<file path="src/rtl/tdc_pkg.sv">
// Shared constants for the TDC FIFO framer: state codes, frame byte indices, word fields.
// FRAMER_CHECKSUM_EN appends an XOR checksum byte to every frame.
package tdc_pkg;

    localparam logic [2:0] S_IDLE       = 3'd0;
    localparam logic [2:0] S_FIFO_READ  = 3'd1;
    localparam logic [2:0] S_FIFO_LATCH = 3'd2;
    localparam logic [2:0] S_LOAD_BYTE  = 3'd3;
    localparam logic [2:0] S_STROBE     = 3'd4;
    localparam logic [2:0] S_GUARD      = 3'd5;
    localparam logic [2:0] S_WAIT_TX    = 3'd6;

    localparam logic [2:0] IDX_SYNC  = 3'd0;
    localparam logic [2:0] IDX_T1_HI = 3'd1;
    localparam logic [2:0] IDX_T1_LO = 3'd2;
    localparam logic [2:0] IDX_CD_HI = 3'd3;
    localparam logic [2:0] IDX_CD_LO = 3'd4;
    localparam logic [2:0] IDX_CSUM  = 3'd5;

`ifdef FRAMER_CHECKSUM_EN
    localparam logic [2:0] IDX_LAST = IDX_CSUM;
`else
    localparam logic [2:0] IDX_LAST = IDX_CD_LO;
`endif

    localparam int TIME1_LSB = 0;
    localparam int CALIB_LSB = 16;
    localparam int FIELD_W   = 16;

    localparam logic [7:0] SYNC_BYTE_DEFAULT = 8'hA5;

endpackage

</file>
<file path="src/rtl/tdc_fifo_framer_if.sv">
// FIFO read port plus byte-wide TX handshake seen by the framer.
interface tdc_fifo_framer_if;
    logic        fifo_empty;
    logic [31:0] fifo_dout;
    logic        fifo_rd_en;
    logic        tx_busy;
    logic [7:0]  tx_data;
    logic        tx_new_data;

    modport master (input fifo_empty, fifo_dout, tx_busy,
                    output fifo_rd_en, tx_data, tx_new_data);
    modport slave  (output fifo_empty, fifo_dout, tx_busy,
                    input fifo_rd_en, tx_data, tx_new_data);
endinterface

</file>
<file path="src/rtl/tdc_frame_mux.sv">
// Combinational frame byte select; FRAMER_CHECKSUM_EN adds the XOR checksum byte.
module tdc_frame_mux
    import tdc_pkg::*;
#(
    parameter logic [7:0] SYNC_BYTE = SYNC_BYTE_DEFAULT
) (
    input  logic [31:0] word_i,
    input  logic [2:0]  idx_i,
    output logic [7:0]  byte_o
);
    logic [FIELD_W-1:0] time1;
    logic [FIELD_W-1:0] calib;

    assign time1 = word_i[TIME1_LSB +: FIELD_W];
    assign calib = word_i[CALIB_LSB +: FIELD_W];

    always_comb begin
        byte_o = 8'h00;
        case (idx_i)
            IDX_SYNC:  byte_o = SYNC_BYTE;
            IDX_T1_HI: byte_o = time1[15:8];
            IDX_T1_LO: byte_o = time1[7:0];
            IDX_CD_HI: byte_o = calib[15:8];
            IDX_CD_LO: byte_o = calib[7:0];
`ifdef FRAMER_CHECKSUM_EN
            IDX_CSUM:  byte_o = time1[15:8] ^ time1[7:0] ^ calib[15:8] ^ calib[7:0];
`endif
            default:   byte_o = 8'h00;
        endcase
    end
endmodule

</file>
<file path="src/rtl/tdc_fifo_framer.sv">
// Drains TDC words from the measurement FIFO and sends each as a byte frame to the serial TX.
// FRAMER_CHECKSUM_EN selects the 6-byte frame with trailing XOR checksum.
module tdc_fifo_framer
    import tdc_pkg::*;
#(
    parameter logic [7:0] SYNC_BYTE    = SYNC_BYTE_DEFAULT,
    parameter int         GUARD_CYCLES = 1
) (
    input  logic                      clk,
    input  logic                      rst,
    input  logic                      enable,
    tdc_fifo_framer_if.master         bus,
    output logic                      frame_active,
    output logic [15:0]               frames_sent
);
    localparam logic [1:0] GUARD_INIT = 2'(GUARD_CYCLES - 1);

    logic [2:0]  state_q, state_d;
    logic [2:0]  idx_q, idx_d;
    logic [31:0] word_q, word_d;
    logic        rd_en_q, rd_en_d;
    logic        new_q, new_d;
    logic [7:0]  tx_data_q, tx_data_d;
    logic        active_q, active_d;
    logic [15:0] frames_q, frames_d;
    logic [1:0]  guard_q, guard_d;

    logic [2:0]  idx_inc;
    logic [2:0]  mux_idx;
    logic [7:0]  mux_byte;

    // tx_data is loaded on entry to LOAD_BYTE so it is stable a cycle before the strobe.
    assign idx_inc = idx_q + 3'd1;
    assign mux_idx = (state_q == S_FIFO_LATCH) ? IDX_SYNC : idx_inc;

    tdc_frame_mux #(.SYNC_BYTE(SYNC_BYTE)) u_mux (
        .word_i (word_q),
        .idx_i  (mux_idx),
        .byte_o (mux_byte)
    );

    always_comb begin
        state_d   = state_q;
        idx_d     = idx_q;
        word_d    = word_q;
        rd_en_d   = 1'b0;
        new_d     = 1'b0;
        tx_data_d = tx_data_q;
        active_d  = active_q;
        frames_d  = frames_q;
        guard_d   = guard_q;
        case (state_q)
            S_IDLE: begin
                if (enable && !bus.fifo_empty) begin
                    rd_en_d = 1'b1;
                    state_d = S_FIFO_READ;
                end
            end
            S_FIFO_READ: state_d = S_FIFO_LATCH;
            S_FIFO_LATCH: begin
                word_d    = bus.fifo_dout;
                idx_d     = IDX_SYNC;
                active_d  = 1'b1;
                tx_data_d = mux_byte;
                state_d   = S_LOAD_BYTE;
            end
            S_LOAD_BYTE: begin
                if (!bus.tx_busy) begin
                    new_d   = 1'b1;
                    state_d = S_STROBE;
                end
            end
            S_STROBE: begin
                guard_d = GUARD_INIT;
                state_d = S_GUARD;
            end
            // TX raises busy a few cycles after the strobe; don't trust it until then.
            S_GUARD: begin
                if (guard_q == 2'd0) state_d = S_WAIT_TX;
                else                 guard_d = guard_q - 2'd1;
            end
            S_WAIT_TX: begin
                if (!bus.tx_busy) begin
                    if (idx_q == IDX_LAST) begin
                        frames_d = frames_q + 16'd1;
                        active_d = 1'b0;
                        state_d  = S_IDLE;
                    end else begin
                        idx_d     = idx_inc;
                        tx_data_d = mux_byte;
                        state_d   = S_LOAD_BYTE;
                    end
                end
            end
            default: state_d = S_IDLE;
        endcase
    end

    always_ff @(posedge clk) begin
        if (rst) begin
            state_q   <= S_IDLE;
            idx_q     <= 3'd0;
            word_q    <= 32'd0;
            rd_en_q   <= 1'b0;
            new_q     <= 1'b0;
            tx_data_q <= 8'h00;
            active_q  <= 1'b0;
            frames_q  <= 16'd0;
            guard_q   <= 2'd0;
        end else begin
            state_q   <= state_d;
            idx_q     <= idx_d;
            word_q    <= word_d;
            rd_en_q   <= rd_en_d;
            new_q     <= new_d;
            tx_data_q <= tx_data_d;
            active_q  <= active_d;
            frames_q  <= frames_d;
            guard_q   <= guard_d;
        end
    end

    assign bus.fifo_rd_en  = rd_en_q;
    assign bus.tx_new_data = new_q;
    assign bus.tx_data     = tx_data_q;
    assign frame_active    = active_q;
    assign frames_sent     = frames_q;

endmodule

</file>
<file path="src/flat_wrapper.sv">
// flat-port wrapper written by rule: the top's interface ports become plain ports
module tdc_fifo_framer_flat import tdc_pkg::*;
#(
    parameter logic [7:0] SYNC_BYTE    = SYNC_BYTE_DEFAULT,
    parameter int         GUARD_CYCLES = 1
)
  (clk, rst, enable, frame_active, frames_sent, bus_fifo_empty, bus_fifo_dout, bus_tx_busy, bus_fifo_rd_en, bus_tx_data, bus_tx_new_data);
  tdc_fifo_framer_if bus_i ();
  input  logic clk;
  input  logic rst;
  input  logic enable;
  output logic frame_active;
  output logic [15:0] frames_sent;
  input wire logic [$bits(bus_i.fifo_empty)-1:0] bus_fifo_empty;
  input wire logic [$bits(bus_i.fifo_dout)-1:0] bus_fifo_dout;
  input wire logic [$bits(bus_i.tx_busy)-1:0] bus_tx_busy;
  output wire logic [$bits(bus_i.fifo_rd_en)-1:0] bus_fifo_rd_en;
  output wire logic [$bits(bus_i.tx_data)-1:0] bus_tx_data;
  output wire logic [$bits(bus_i.tx_new_data)-1:0] bus_tx_new_data;
  assign bus_i.fifo_empty = bus_fifo_empty;
  assign bus_i.fifo_dout = bus_fifo_dout;
  assign bus_i.tx_busy = bus_tx_busy;
  assign bus_fifo_rd_en = bus_i.fifo_rd_en;
  assign bus_tx_data = bus_i.tx_data;
  assign bus_tx_new_data = bus_i.tx_new_data;
  tdc_fifo_framer #(.SYNC_BYTE(SYNC_BYTE), .GUARD_CYCLES(GUARD_CYCLES)) u_core (.clk(clk), .rst(rst), .enable(enable), .bus(bus_i), .frame_active(frame_active), .frames_sent(frames_sent));
endmodule
</file>
<file path="config.mk">
export PLATFORM = sky130hd
export DESIGN_NAME = tdc_fifo_framer_flat
export DESIGN_NICKNAME = d
export VERILOG_FILES = /design/src/rtl/tdc_pkg.sv /design/src/rtl/tdc_fifo_framer_if.sv /design/src/rtl/tdc_frame_mux.sv /design/src/rtl/tdc_fifo_framer.sv /design/src/flat_wrapper.sv
export SDC_FILE = /design/constraint.sdc
export NUM_CORES = 1
export LEC_CHECK = 0
export CAP_MARGIN = 0
export CORE_UTILIZATION = 51
export DETAILED_ROUTE_END_ITERATION = 10
export PLACE_DENSITY = 0.8
export SKIP_LAST_GASP = 1
export SLEW_MARGIN = 20
export SYNTH_ARGS = -nofsm -noshare
export SYNTH_HDL_FRONTEND = slang
export SYNTH_SLANG_ARGS = --single-unit
</file>
<file path="constraint.sdc">
create_clock -name clk -period 2.6 [get_ports clk]
set_clock_uncertainty 0.2 [all_clocks]
set_input_delay 0.65 -clock clk [delete_from_list [all_inputs] [get_ports clk]]
set_output_delay 0.65 -clock clk [all_outputs]
set_load 0.05 [all_outputs]
</file>
# [Word level (Yosys, flattened, before mapping)]
# Cells that the tools add are included.
[word_totals] in_bits=37 register_bits=67 wordCells=68 output_inout_bits=27
[op_classes] muxes=21 addsub=3 eq_ne=18 n_reduce_logical=14 n_bitwise=3
[op_table] operator="8-bit case mux with 5 select lines" count=1
[op_table] operator="3-bit 2-to-1 mux" count=7
[op_table] operator="3-bit case mux with 7 select lines" count=1
[op_table] operator="16-bit by 1-bit adder with 16-bit output, second input constant" count=1
[op_table] operator="8-bit 2-to-1 mux" count=2
[op_table] operator="8-bit case mux with 2 select lines" count=1
[op_table] operator="3-bit == test, second input constant" count=5
[op_table] operator="3-bit by 2-bit == test with 1-bit output, second input constant" count=4
[op_table] operator="3-bit AND reduction" count=3
[op_table] operator="2-bit inequality test, second input constant" count=4
[op_table] operator="3-bit by 1-bit == test with 1-bit output, second input constant" count=2
[op_table] operator="3-bit zero test" count=2
[op_table] operator="2-bit by 1-bit inequality test with 1-bit output, second input constant" count=3
[op_table] operator="3-bit case mux with 2 select lines" count=1
[op_table] operator="1-bit 2-to-1 mux" count=4
[op_table] operator="2-bit 2-to-1 mux" count=2
[op_table] operator="2-bit case mux with 2 select lines" count=1
[op_table] operator="4-bit AND reduction" count=1
[op_table] operator="2-bit nonzero test" count=2
[op_table] operator="2-bit OR reduction" count=2
[op_table] operator="3-bit by 1-bit adder with 3-bit output, second input constant" count=1
[op_table] operator="1-bit NOT" count=3
[op_table] operator="2-bit zero test" count=1
[op_table] operator="1-bit case mux with 2 select lines" count=1
[op_table] operator="4 further kinds" count=4

# [Longest topological paths before layout]
[logic_depth] word_depth=7 depth_mapped=9 mapped_depth_nobuf=6

# [Cells and area by module]
# Synthesis repeated with hierarchy kept, for this count alone.
[unflattened] cells_unflattened=364 hier_area_um2=2990.4
[by_module_without_submodules] mod="tdc_fifo_framer" instances=1 cells_each=326 area_each_um2=2668.8 seq_area_each_um2=1341.3
[by_module_without_submodules] mod="tdc_frame_mux" instances=1 cells_each=38 area_each_um2=321.6 seq_area_each_um2=0.0

# [Worst setup path after synthesis]
# OpenSTA, ideal clock, no wires.
[synth_path] path_type="input -> register" from="in bus_tx_busy" to="reg u_core.frames_q[13] (netlist: u_core.frames_sent[13])" setup_time_ps=70 required_time_ps=2330 arrival_time_ps=1814 path_slack_ps=515 stages=6 path_buffers=2 cell_sequence="buf_6 > and4bb_2 > nand4_2 > buf_6 > or3_1 > a21oi_1"
[synth_via] elab_chain_len=2
[synth_rtl] item="start, declared" line_no="flat_wrapper.sv:16" rtl="input wire logic [$bits(bus_i.tx_busy)-1:0] bus_tx_busy;"
[synth_rtl] item="1-bit NOT (no source line)"
[synth_rtl] item="3-bit AND reduction (no source line)"
[synth_rtl] item="end signal, assigned" line_no="tdc_fifo_framer.sv:118" rtl="frames_q <= frames_d;"
[synth_rtl] item="end, declared" line_no="tdc_fifo_framer.sv:25" rtl="logic [15:0] frames_q, frames_d;"
# No other way between the ends.
# A chain may end at the register's enable or synchronous reset.

# [Worst setup path after layout]
[layout_path] from="reg u_core.frames_q[9] (netlist: u_core.frames_sent[9])" to="out frames_sent[9]"
[layout_lines] item="end, declared" line_no="flat_wrapper.sv:13" rtl="output logic [15:0] frames_sent;"
# No word-level cell between the ends.

==> flow_metrics.env <==
export IMPL_die_w_um=79.09
export IMPL_drc_errors=0
export IMPL_cp_top_family="buffers and inverters"
export IMPL_dpl_cell_area_um2=3761
export IMPL_start_kind="flop"
export IMPL_via_per_inst=5.628
export IMPL_synthXorXnorAreaFrac_pct=2.023
export IMPL_vdd_ir_drop_worst_v=0.0004040
export IMPL_leakage_nw=1.381
export IMPL_synthAdderAreaFrac_pct=1.652
export IMPL_layout_drive_gt1_share_pct=8.559
export IMPL_min_period_ps=2469
export IMPL_die_area_um2=6254
export IMPL_die_h_um=79.09
export IMPL_cpMaxStageDelayCell="clkdlybuf4s50_1"
export IMPL_fp_row_count=27
export IMPL_crit_type="flop to primary output"
export IMPL_syn_num_nets=417
export IMPL_total_power_mw=2.473
export IMPL_gp_congestion=0.8731
export IMPL_cap_viol_max_count=0
export IMPL_fin_crit_sh_pct=94.97
export IMPL_path_cells="clkdlybuf4s50_1"
export IMPL_design_area_um2=4009
export IMPL_routedWlPerCell_um=14.37
export IMPL_grt_antenna_before_repair=0
export IMPL_cts_hold_buffers=0
export IMPL_grt_max_degree=32
export IMPL_finalNonFillerCells=516
export IMPL_finalHoldViolCount=0
export IMPL_antenna_left=0
export IMPL_max_freq_ghz=0.4050
export IMPL_grt_pass1_wl_um=12380
export IMPL_slew_headroom_pct=59.45
export IMPL_post_cts_resized=0
export IMPL_finalWirelength_um=7417
export IMPL_critPathMaxStageDelay_ps=840
export IMPL_ys_warn_count=0
export IMPL_clkLatencyLatePin_ps=350
export IMPL_root_buffer="clkbuf_8"
export IMPL_r2r_start="u_core.idx_q[0]"
export IMPL_n_antenna_cell=0
export IMPL_gr_total_overflow=0
export IMPL_syn_area_um2=3030
export IMPL_place_ws_ps=9.453
export IMPL_layout_nets=480
export IMPL_status="finished clean"
export IMPL_track_usage_pct=25.63
export IMPL_core_area_um2=5608
export IMPL_dp_hpwl_um=5211
export IMPL_synthSimpleGateAreaFrac_pct=25.56
export IMPL_ctsHtreeMaxLevel=3
export IMPL_synthMuxAreaShare_pct=1.363
export IMPL_drv_slew=0
export IMPL_cts_sinks=67
export IMPL_routed_via_count=2904
export IMPL_clkTransAtPathRegs_ps=80
export IMPL_post_cts_buffers=0
export IMPL_layout_common_cells="nand2_1, dfxtp_1, clkdlybuf4s50_1"
export IMPL_cts_tree="built"
export IMPL_dp_cells=500
export IMPL_layout_commonest_cell="nand2_1"
export IMPL_start_util_pct=54.04
export IMPL_required_ps=1750
export IMPL_area_growth_pct=32.29
export IMPL_numCtsBuffers=9
export IMPL_cp_max_fo=7
export IMPL_port_buffers=63
export IMPL_setup_violations=0
export IMPL_avgSynthCellArea_um2=8.060
export IMPL_ys_seq_area_share_pct=44.26
export IMPL_drt_iter0_drc=161
export IMPL_ys_ff_latch=67
export IMPL_fin_ws_ps=130.7
export IMPL_pin_count=64
export IMPL_p_per_area_nw_per_um2=617.0
export IMPL_synth_distinct_cells=46
export IMPL_rsz0062_at_grt="false"
export IMPL_drt_pre_antenna_iters=4
export IMPL_synth_async_sr_flop_share_pct=0
export IMPL_cp_num_buf_inv=1
export IMPL_worstMarginPinSlew_ps=600.6
export IMPL_hp_class="flop to flop"
export IMPL_synth_top_family_by_area="simple AND/OR/NAND/NOR gates"
export IMPL_arrival_ps=1620
export IMPL_timing_setup_tns_ps=0
export IMPL_synth_compound_area_share_pct=19.69
export IMPL_synth_edff_count=0
export IMPL_synth_main_ff_cell="dfxtp_1"
export IMPL_hold_path_startpoint="u_core.word_q[14]"
export IMPL_crit_path_start="u_core.frames_sent[9]"
export IMPL_grt_pass1_vias=2646
export IMPL_cp_end_kind="primary output"
export IMPL_clk_path_buf_depth=2
export IMPL_syn_inst=376
synthesized netlist by cell type (2+ instances only):
master	n	area [um^2]
a21o_1	2	15.01
a21oi_1	51	255.2
a22o_1	7	61.31
a31oi_1	5	31.28
and2_1	3	18.77
and3b_1	3	26.28
and4_1	2	17.52
buf_2	6	30.03
buf_6	2	22.52
clkbuf_1	19	71.32
dfxtp_1	67	1341
ha_1	4	50.05
inv_1	10	37.54
mux2i_1	3	30.03
nand2_1	75	281.5
nand2b_1	3	18.77
nand3_1	7	35.03
nand4_1	15	93.84
nand4_2	2	25.02
nor2_1	14	52.55
nor2b_1	6	37.54
nor3_1	5	25.02
o211ai_1	4	30.03
o21ai_0	20	100.1
o311ai_0	4	35.03
o31ai_1	2	15.01
or3_1	9	56.30
or4_1	3	22.52
xnor2_1	4	35.03
xor2_1	3	26.28
registers in the layout (all words and copies together), names as in the netlist:
signal and cells:
u_core.bus.fifo_rd_en 1, u_core.bus.tx_data 8, u_core.bus.tx_new_data 1, u_core.frame_active 1, u_core.frames_sent 16, u_core.guard_q 2, u_core.idx_q 3, u_core.state_q 3
u_core.word_q 32
where the power goes:
part           internal, mW  switching [mW]
clock network         0.645           0.429
registers              1.07          0.0348
logic                 0.135           0.158
total                  1.85           0.622
per-layer routing:
| layer | wire, um | vias up | track usage, % | share of wire [%] |
|---|---|---|---|---|
| li1 | - | 1456 | - | - |
| met1 | 3324 | 1347 | 33.57 | 45 |
| met2 | 3581 | 88 | 41.21 | 48 |
| met3 | 394 | 13 | 4.943 | 5.3 |
| met4 | 116 | 0 | 10.55 | 1.6 |
| met5 | 0 | - | 0 | 0 |
kinds of logic after synthesis:
| family | after synthesis |
|---|---|
| mux | 4 |
| simple gates | 154 |
| fa+ha+maj | 4 |
| buf+inv | 38 |
| flops | 67 |
| compound gates | 102 |
| xor+xnor | 7 |
through the flow:
stage,hold slack [ps],util [%]
after floorplan,231.8,-
after global placement,240.5,67.07
after detailed placement,248.2,67.07
after CTS,258.8,71.49
after global routing,273.9,71.49
final,255.1,71.49
area by class of cell:
| class | count | area, um^2 |
|---|---|---|
| sequential | 67 | 1341 |
| fill | 458 | 1599 |
| tap | 72 | 90.09 |
| inverter | 11 | 41.29 |
| multi-input combinational | 271 | 1530 |
| clock inverter | 7 | 123.9 |
| timing repair buffer | 79 | 758.2 |
| clock buffer | 9 | 123.9 |
final timing paths:
| kind | end | slack (ps) | cells past startpoint |
|---|---|---|---|
| setup / recovery | frames_sent[9] | 130 | 1 |
| hold / removal | u_core.word_q[14] | 260 | 2 |
| setup reg to reg | u_core.bus.tx_data[4] | 250 | 6 |
| hold reg to reg | u_core.word_q[14] | 260 | 2 |
(Power assumes the default switching activity.)
